## src/rtl/dtc_therm_pkg.sv

```systemverilog
// Shared constants, types and pure decode helpers for the thermometer-code
// receive path (dtc_therm_rx and its saturating counters).
package dtc_therm_pkg;

    localparam int W     = 11;   // thermometer word width, class index 0..W
    localparam int IDX_W = 4;    // binary class index width (2**IDX_W > W)
    localparam int CNT_W = 16;   // statistics counter width

    typedef logic [W-1:0]     therm_t;
    typedef logic [IDX_W-1:0] idx_t;
    typedef logic [CNT_W-1:0] cnt_t;

    // A legal code is a contiguous run of ones starting at bit 0. Adding one to
    // such a run carries out of the whole run, so t & (t+1) is zero. The sum is
    // taken at W+1 bits so that the all-ones word does not wrap back to zero.
    function automatic logic therm_legal(input therm_t t);
        logic [W:0] t_ext;
        t_ext = {1'b0, t};
        return ((t_ext & (t_ext + {{W{1'b0}}, 1'b1})) == {(W+1){1'b0}});
    endfunction

    // Number of set bits; for an illegal word this is the nearest-count estimate.
    function automatic idx_t therm_popcount(input therm_t t);
        idx_t n;
        n = {IDX_W{1'b0}};
        for (int i = 0; i < W; i++) begin
            n = n + idx_t'(t[i]);
        end
        return n;
    endfunction

endpackage

```

## src/rtl/dtc_sat_counter.sv

```systemverilog
// Saturating CNT_W-bit event counter.
// Ports:
//   clk  - clock
//   rst  - synchronous reset, active-high
//   clr  - synchronous clear, wins over inc
//   inc  - count one event this cycle
//   cnt  - current count, holds at all-ones
module dtc_sat_counter
    import dtc_therm_pkg::*;
(
    input  logic             clk,
    input  logic             rst,
    input  logic             clr,
    input  logic             inc,
    output logic [CNT_W-1:0] cnt
);

    logic [CNT_W-1:0] r_cnt;

    // Count register: reset/clear to zero, otherwise increment until all-ones.
    always_ff @(posedge clk) begin
        if (rst) begin
            r_cnt <= {CNT_W{1'b0}};
        end else if (clr) begin
            r_cnt <= {CNT_W{1'b0}};
        end else if (inc && (r_cnt != {CNT_W{1'b1}})) begin
            r_cnt <= r_cnt + {{(CNT_W-1){1'b0}}, 1'b1};
        end else begin
            r_cnt <= r_cnt;
        end
    end

    assign cnt = r_cnt;

endmodule

```

## src/rtl/dtc_therm_rx.sv

```systemverilog
// Receive-side decoder for 11-bit thermometer class words. Each accepted word
// is checked for legality (contiguous ones from bit 0), converted to a binary
// class index and forwarded through a 2-stage elastic pipeline.
//
// Optional feature: define DTC_THERM_RX_HIST_EN to add per-class histogram
// counters and the hist_sel/hist_val read port.
//
// Ports:
//   clk, rst            - clock, synchronous active-high reset
//   in_valid/in_ready   - input stream handshake
//   in_therm            - thermometer word (bit 0 = start of ones run)
//   out_valid/out_ready - output stream handshake
//   out_idx, out_err    - decoded class index, illegal-code flag
//   cnt_words, cnt_err  - saturating counts of accepted / illegal words
//   clr_stats           - synchronous clear of all statistics
//   hist_sel, hist_val  - (HIST_EN only) histogram bin select, registered bin value
module dtc_therm_rx
    import dtc_therm_pkg::*;
(
    input  logic             clk,
    input  logic             rst,
    input  logic             in_valid,
    output logic             in_ready,
    input  logic [W-1:0]     in_therm,
    output logic             out_valid,
    input  logic             out_ready,
    output logic [IDX_W-1:0] out_idx,
    output logic             out_err,
    output logic [CNT_W-1:0] cnt_words,
    output logic [CNT_W-1:0] cnt_err,
    input  logic             clr_stats
`ifdef DTC_THERM_RX_HIST_EN
    ,
    input  logic [IDX_W-1:0] hist_sel,
    output logic [CNT_W-1:0] hist_val
`endif
);

    // Stage 1: raw word and its legality bit
    logic             r_s1_v;
    logic [W-1:0]     r_s1_therm;
    logic             r_s1_legal;
    // Stage 2: decoded result presented on the output
    logic             r_s2_v;
    logic [IDX_W-1:0] r_s2_idx;
    logic             r_s2_err;

    logic w_s2_adv;
    logic w_s1_adv;
    logic w_in_xfer;
    logic w_out_xfer;
    logic w_err_load;

    // A stage may load when it is empty or its contents are leaving this cycle.
    // in_ready depends only on pipeline state and out_ready, never on in_valid.
    assign w_s2_adv   = !r_s2_v || out_ready;
    assign w_s1_adv   = !r_s1_v || w_s2_adv;
    assign in_ready   = w_s1_adv;
    assign w_in_xfer  = in_valid && w_s1_adv;
    assign w_out_xfer = r_s2_v && out_ready;
    assign w_err_load = w_s2_adv && r_s1_v && !r_s1_legal;

    // Stage 1 register: capture the word and its legality check.
    always_ff @(posedge clk) begin
        if (rst) begin
            r_s1_v     <= 1'b0;
            r_s1_therm <= {W{1'b0}};
            r_s1_legal <= 1'b0;
        end else if (w_s1_adv) begin
            r_s1_v <= in_valid;
            if (in_valid) begin
                r_s1_therm <= in_therm;
                r_s1_legal <= therm_legal(in_therm);
            end else begin
                r_s1_therm <= r_s1_therm;
                r_s1_legal <= r_s1_legal;
            end
        end else begin
            r_s1_v     <= r_s1_v;
            r_s1_therm <= r_s1_therm;
            r_s1_legal <= r_s1_legal;
        end
    end

    // Stage 2 register: decoded index and error flag; held while stalled.
    always_ff @(posedge clk) begin
        if (rst) begin
            r_s2_v   <= 1'b0;
            r_s2_idx <= {IDX_W{1'b0}};
            r_s2_err <= 1'b0;
        end else if (w_s2_adv) begin
            r_s2_v <= r_s1_v;
            if (r_s1_v) begin
                r_s2_idx <= therm_popcount(r_s1_therm);
                r_s2_err <= !r_s1_legal;
            end else begin
                r_s2_idx <= r_s2_idx;
                r_s2_err <= r_s2_err;
            end
        end else begin
            r_s2_v   <= r_s2_v;
            r_s2_idx <= r_s2_idx;
            r_s2_err <= r_s2_err;
        end
    end

    assign out_valid = r_s2_v;
    assign out_idx   = r_s2_idx;
    assign out_err   = r_s2_err;

    dtc_sat_counter u_cnt_words (
        .clk (clk),
        .rst (rst),
        .clr (clr_stats),
        .inc (w_in_xfer),
        .cnt (cnt_words)
    );

    // Illegal words are counted as they enter stage 2.
    dtc_sat_counter u_cnt_err (
        .clk (clk),
        .rst (rst),
        .clr (clr_stats),
        .inc (w_err_load),
        .cnt (cnt_err)
    );

`ifdef DTC_THERM_RX_HIST_EN
    logic [CNT_W-1:0] w_hist [0:W];
    logic [CNT_W-1:0] w_hist_rd;
    logic [CNT_W-1:0] r_hist_val;

    for (genvar g = 0; g <= W; g++) begin : g_hist
        dtc_sat_counter u_bin (
            .clk (clk),
            .rst (rst),
            .clr (clr_stats),
            .inc (w_out_xfer && !r_s2_err && (r_s2_idx == IDX_W'(g))),
            .cnt (w_hist[g])
        );
    end

    // Bin select mux; selections beyond W match no bin and read as zero.
    always_comb begin
        w_hist_rd = {CNT_W{1'b0}};
        for (int i = 0; i <= W; i++) begin
            if (hist_sel == IDX_W'(i)) begin
                w_hist_rd = w_hist[i];
            end else begin
                w_hist_rd = w_hist_rd;
            end
        end
    end

    // Registered histogram read port.
    always_ff @(posedge clk) begin
        if (rst) begin
            r_hist_val <= {CNT_W{1'b0}};
        end else begin
            r_hist_val <= w_hist_rd;
        end
    end

    assign hist_val = r_hist_val;
`else
    // Output transfers only feed the histogram; nothing else consumes them.
    logic w_out_xfer_unused;
    assign w_out_xfer_unused = w_out_xfer;
`endif

endmodule
```

## config.mk

```make
export PLATFORM = sky130hd
export DESIGN_NAME = dtc_therm_rx
export DESIGN_NICKNAME = d
export VERILOG_FILES = /design/src/rtl/dtc_therm_pkg.sv /design/src/rtl/dtc_sat_counter.sv /design/src/rtl/dtc_therm_rx.sv
export SDC_FILE = /design/constraint.sdc
export NUM_CORES = 1
export LEC_CHECK = 0
export BUFFER_PORTS_ARGS = -buffer_cell sky130_fd_sc_hd__buf_2
export CAP_MARGIN = 20
export CORE_MARGIN = 3
export CORE_UTILIZATION = 58
export DETAILED_ROUTE_END_ITERATION = 8
export PLACE_DENSITY = 0.88
export SYNTH_ARGS = -nofsm -noshare
export SYNTH_HDL_FRONTEND = slang
export SYNTH_SLANG_ARGS = --single-unit
```

## constraint.sdc

```tcl
create_clock -name clk -period 5.1 [get_ports clk]
set_input_delay 0 -clock clk [delete_from_list [all_inputs] [get_ports clk]]
set_output_delay 0 -clock clk [all_outputs]
set_load 0.1 [all_outputs]
```

# Yosys cells after proc, flatten, opt, wreduce, memory -nomap -nowiden

Index checks and enable logic that the tools add are counted.

Bits in registers: 51
Input port bits: 16
Output and inout bits: 39
Word-level logic and storage cells: 38

Add/subtract/negate cells: 13
Equality and inequality tests: 2
Bitwise operators: 1
Reduce and logical (&&, ||, !) cells: 14

Operator list:

| kind                    | number |
|---|---|
| $add A16 B1 Y16 const B | 2 |
| $ne A16 B16 Y1 const B  | 2 |
| $add A4 B1 Y4           | 7 |
| $add A11 B1 Y12 const B | 1 |
| $and A11 B12 Y12        | 1 |
| $logic_not A12 Y1       | 1 |
| $logic_and A1 B1 Y1     | 5 |
| $add A3 B1 Y4           | 1 |
| $reduce_and A2 Y1       | 2 |
| $add A2 B1 Y3           | 1 |
| $logic_not A1 Y1        | 3 |
| $add A1 B1 Y2           | 1 |
| $logic_or A1 B1 Y1      | 2 |
| $reduce_or A2 Y1        | 1 |

# Depth between registers and ports, before layout

Word-level depth: 10
Depth in mapped cells: 10
Depth with buffers taken out: 10

# Hierarchy

Synthesis repeated with hierarchy kept, for this count alone.

Cells, all modules: 325
Area total of the unflattened synthesis: 2,844.0 sq um

By module, submodules not included:

| module          | instances | cells an instance | area each (sq um) | seq. area each (sq um) |
|---|---|---|---|---|
| dtc_sat_counter | 2         | 102               | 917.1             | 320.3 |
| dtc_therm_rx    | 1         | 121               | 1,009.7           | 380.4 |

# Worst setup path before layout

OpenSTA, ideal clock, no wires.

Path type: register to register
Start: reg r_s1_therm[0]
End: reg r_s2_idx[2] (netlist: out_idx[2])
Setup time: 0.086 ns
Data arrival time: 2.894 ns
Data required time: 5.014 ns
Slack: 2.121 ns
Stages on the path, launching flop included: 9
Buffers on the path: 0
Clock period less this slack: 2.979 ns
Cell sequence: dfxtp_1 -> inv_1 -> fa_1 -> fa_1 -> fa_1 -> fa_1 -> fa_1 -> xnor2_1 -> a211oi_1

Word-level cells in the longest chain between the ends: 10

Ends and longest elaborated chain:

| item                        | line                | RTL |
|---|---|---|
| from (decl)                 | dtc_therm_rx.sv:41  | `logic [W-1:0] r_s1_therm;` |
| from (signal assigned)      | dtc_therm_rx.sv:67  | `r_s1_therm <= {W{1'b0}};` |
| from (signal assigned)      | dtc_therm_rx.sv:72  | `r_s1_therm <= in_therm;` |
| from (signal assigned)      | dtc_therm_rx.sv:75  | `r_s1_therm <= r_s1_therm;` |
| $add A1 B1 Y2               | dtc_therm_pkg.sv:27 | `n = n + idx_t'(t[i]);` |
| $add A2 B1 Y3               | dtc_therm_pkg.sv:27 |  |
| $add A3 B1 Y4               | dtc_therm_pkg.sv:27 |  |
| $add A4 B1 Y4 (7 in series) | dtc_therm_pkg.sv:27 |  |
| to (signal assigned)        | dtc_therm_rx.sv:89  | `r_s2_idx <= {IDX_W{1'b0}};` |
| to (signal assigned)        | dtc_therm_rx.sv:94  | `r_s2_idx <= therm_popcount(r_s1_therm);` |
| to (signal assigned)        | dtc_therm_rx.sv:97  | `r_s2_idx <= r_s2_idx;` |
| to (decl)                   | dtc_therm_rx.sv:45  | `logic [IDX_W-1:0] r_s2_idx;` |

Every way passes these cells.
A chain may end at the register's enable or synchronous reset.

# Final worst setup path

Same ends and word-level chain as after synthesis.

==> results.cfg <==
[power_and_ir_drop]
power_frac_clock_pct = 31.1
vdd.ir_drop.worst_mv = 0.157
power_density_nw_per_um2 = 257
p_sw_share_pct = 27.9
p_sw_mw = 0.216
seqPwrFrac_pct = 53.5
combPwrFrac_pct = 15.4
internal-power_mw = 0.558
p_leak_nw = 1.19
total_power_mw = 0.774

[synth]
netlist_area_sq_um = 2500
synthTopCellsByArea = dfxtp_1 41%, xnor2_1 8.4%, nand2_1 6.3%
synthArstFlopShare_pct = 0
synthCells = 299
synth_cell_type_count = 39
yosysWarningCount = 0
avgSynthCellArea_sq_um = 8.36
yosys.area.top_type = dfxtp_1
synth-edff-count = 0
seq_area_frac_synth_pct = 40.9
synth_ff_type = dfxtp_1
ys_ff_latch = 51
synth_top_area_share_pct = 40.9
syn_nets = 325

[grt]
antenna_found_initial = 0
grt_pass1_wl_mm = 9.89
grt_max_degree = 30
grt_usage_pct = 24.0
grt_overflow = 0
grt_pass1_vias = 2212

[placement]
globalplace.congestion = 0.840
dpl.hpwl_mm = 3.86
placed_area_sq_um = 2790
io_buffers = 54

[worst_setup_path]
startpoint = r_s1_therm[0]
endpoint_kind = flop
crit_type = flop to flop
path_max_fanout = 2
worst_setup_path_start_kind = flop
cp_top_family = adder cells
cp.buffers_inverters = 1
crit_chain = inv_1 -> fa_1 -> fa_1 -> fa_1 -> fa_1 -> fa_1 -> xnor2_1 -> a211oi_1
critical_path_arrival_ps = 3330
cpMaxStageDelayCell = fa_1
cpMostUsedCell = fa_1
crit_required_ps = 5320
timing.rr.start = r_s1_therm[0]
slowest_delay_ps = 550

[drt]
first_pass_iters = 4
vias = 2313
wl_per_cell_um = 13.9
via_per_inst = 5.59
drc = 0
routed_wl_mm = 5.76
antenna_left = 0
drt_iter0_markers = 126

[final_layout]
drive_gt1_share_pct = 18.4
area_delta_synth_final_pct = 20.7
n_antenna_cell = 0
post-route-cell-area_sq_um = 3020
num-nets-final = 389
final_util_pct = 73.8
nFillCells = 327

[sta]
worst_clock_skew_ps = 8.53
tightest_slew_ps = 713
rsz0062_at_grt = no
period_share_pct = 61.0
finalMaxSlewViolations = 0
slew_headroom_pct = 52.1
period_needed_ps = 3110
setup_viol = 0
final.setup.tns_ps = 0
finalHoldViolCount = 0
max_freq_mhz = 321

[floorplan]
die-area_sq_um = 5130
initial_utilization_pct = 61.1
rows = 23
ios = 55
die_x_um = 71.6
core-area_sq_um = 4090
dieHeight_um = 71.6

[cts]
h-tree-depth = 2
clkTransAtPathRegs_ps = 90
clockBufferDepth = 2
cts_tree = done
cts_sinks = 51
clk_latency_ps = 300
ctsResizeCount = 0
clock-root-buffer = clkbuf_8
cts_buffers = 5

[worst_hold_path]
min-delay-start = out_ready
min_path_type = input pin to flop

[flow_run]
cap_violations = 0

[run_status]
outcome = finished, final reports clean
## synthesized netlist by cell type, types with 3 or more instances
library cell,instances
buf_2,4
nor3_1,13
xnor2_1,24
nand2_1,42
fa_1,7
and4_1,5
inv_1,21
dfxtp_1,51
clkbuf_1,6
or4_1,4
nand3_1,10
a21oi_1,20
o21ai_0,5
nor2_1,34
ha_1,3
o211ai_1,3
nor4_1,9
nand4_1,5
and3_1,3
a211oi_1,5
## cell type report
type / instances / area, sq um / share of cell area (%)
inverter: 21 / 78.8 / 2.61
timing repair buffer: 68 / 405 / 13.4
tap: 50 / 62.6 / 2.07
clock inverter: 1 / 8.76 / 0.290
sequential: 51 / 1020 / 33.9
clock buffer: 7 / 86.3 / 2.86
multi-input combinational: 216 / 1350 / 44.9
## stage by stage
stage	std cells	hold slack (ps)	worst slack, ps
6_report	414	78.1	1990
5_1_grt	414	109	1920
4_1_cts	413	71.6	1990
3_5_place_dp	392	262	2020
3_3_place_gp	392	261	2080
2_1_floorplan	299	129	2120
## tightest hold or removal path, delay by kind of cell
kind,cells,cell delay (ps)
simple gates,1,180
compound gates,1,80
buf+inv,1,80
## power groups by stage
stage	Clock, mW	Sequential (mW)	Combinational [mW]
final	0.241	0.414	0.119
after global routing	0.257	0.416	0.130
after CTS	0.246	0.414	0.116
after detailed placement	0	0.424	0.108
after global placement	0	0.423	0.104
after floorplan	0	0.453	0.0554
## layer usage
layer / GRT usage [%] / part of all wire [%] / up-vias
met3: 3.79 / 5.6 / 14
met4: 10.9 / 2.6 / 0
met5: 0 / 0 / -
met1: 29.9 / 43 / 1078
met2: 40.7 / 49 / 72
li1: - / - / 1149
## worst paths after layout
kind	endpoint	slack (ps)	cells after the start
worst max-delay path	out_idx[2]	1990	8
worst min-delay path	r_s1_v	80	3
worst max register to register	out_idx[2]	1990	8
worst min register to register	r_s1_therm[1]	470	2
## cells in the final DEF, fill, tap and decap left out, types with 2 or more instances in the layout
| cell type | count |
|---|---|
| a211oi_1 | 5 |
| a21oi_1 | 20 |
| a31oi_1 | 2 |
| and2_1 | 2 |
| and3_1 | 3 |
| and4_1 | 5 |
| buf_2 | 55 |
| clkbuf_8 | 6 |
| dfxtp_1 | 51 |
| dlygate4sd3_1 | 13 |
| fa_1 | 7 |
| ha_1 | 3 |
| inv_1 | 21 |
| mux2i_1 | 2 |
| nand2_1 | 42 |
| nand3_1 | 10 |
| nand4_1 | 5 |
| nor2_1 | 34 |
| nor3_1 | 13 |
| nor3b_1 | 2 |
| nor4_1 | 9 |
| nor4b_1 | 2 |
| o211ai_1 | 3 |
| o21ai_0 | 5 |
| or3_1 | 2 |
| or4_1 | 4 |
| xnor2_1 | 24 |
## registers in the layout (all words and copies together), names as in the netlist
name             count
u_cnt_err.cnt       16
u_cnt_words.cnt     16
r_s1_therm          11
out_idx              4
out_err              1
out_valid            1
r_s1_legal           1
r_s1_v               1
## kinds of logic after synthesis
group | share of synthesized area (%)
AO/OA/AOI/OAI | 9.31
XOR/XNOR | 8.41
adder cells (fa/ha/maj) | 7.11
buffers and inverters | 5.01
flip-flops | 40.9
multiplexers | 0.801
AND/OR/NAND/NOR | 28.5
## timing repair
action | in CTS | in global routing
buffers inserted | 0 | 0
endpoints found under the hold margin | 13 | 0
hold buffers | 13 | 0
(Power assumes the default switching activity.)
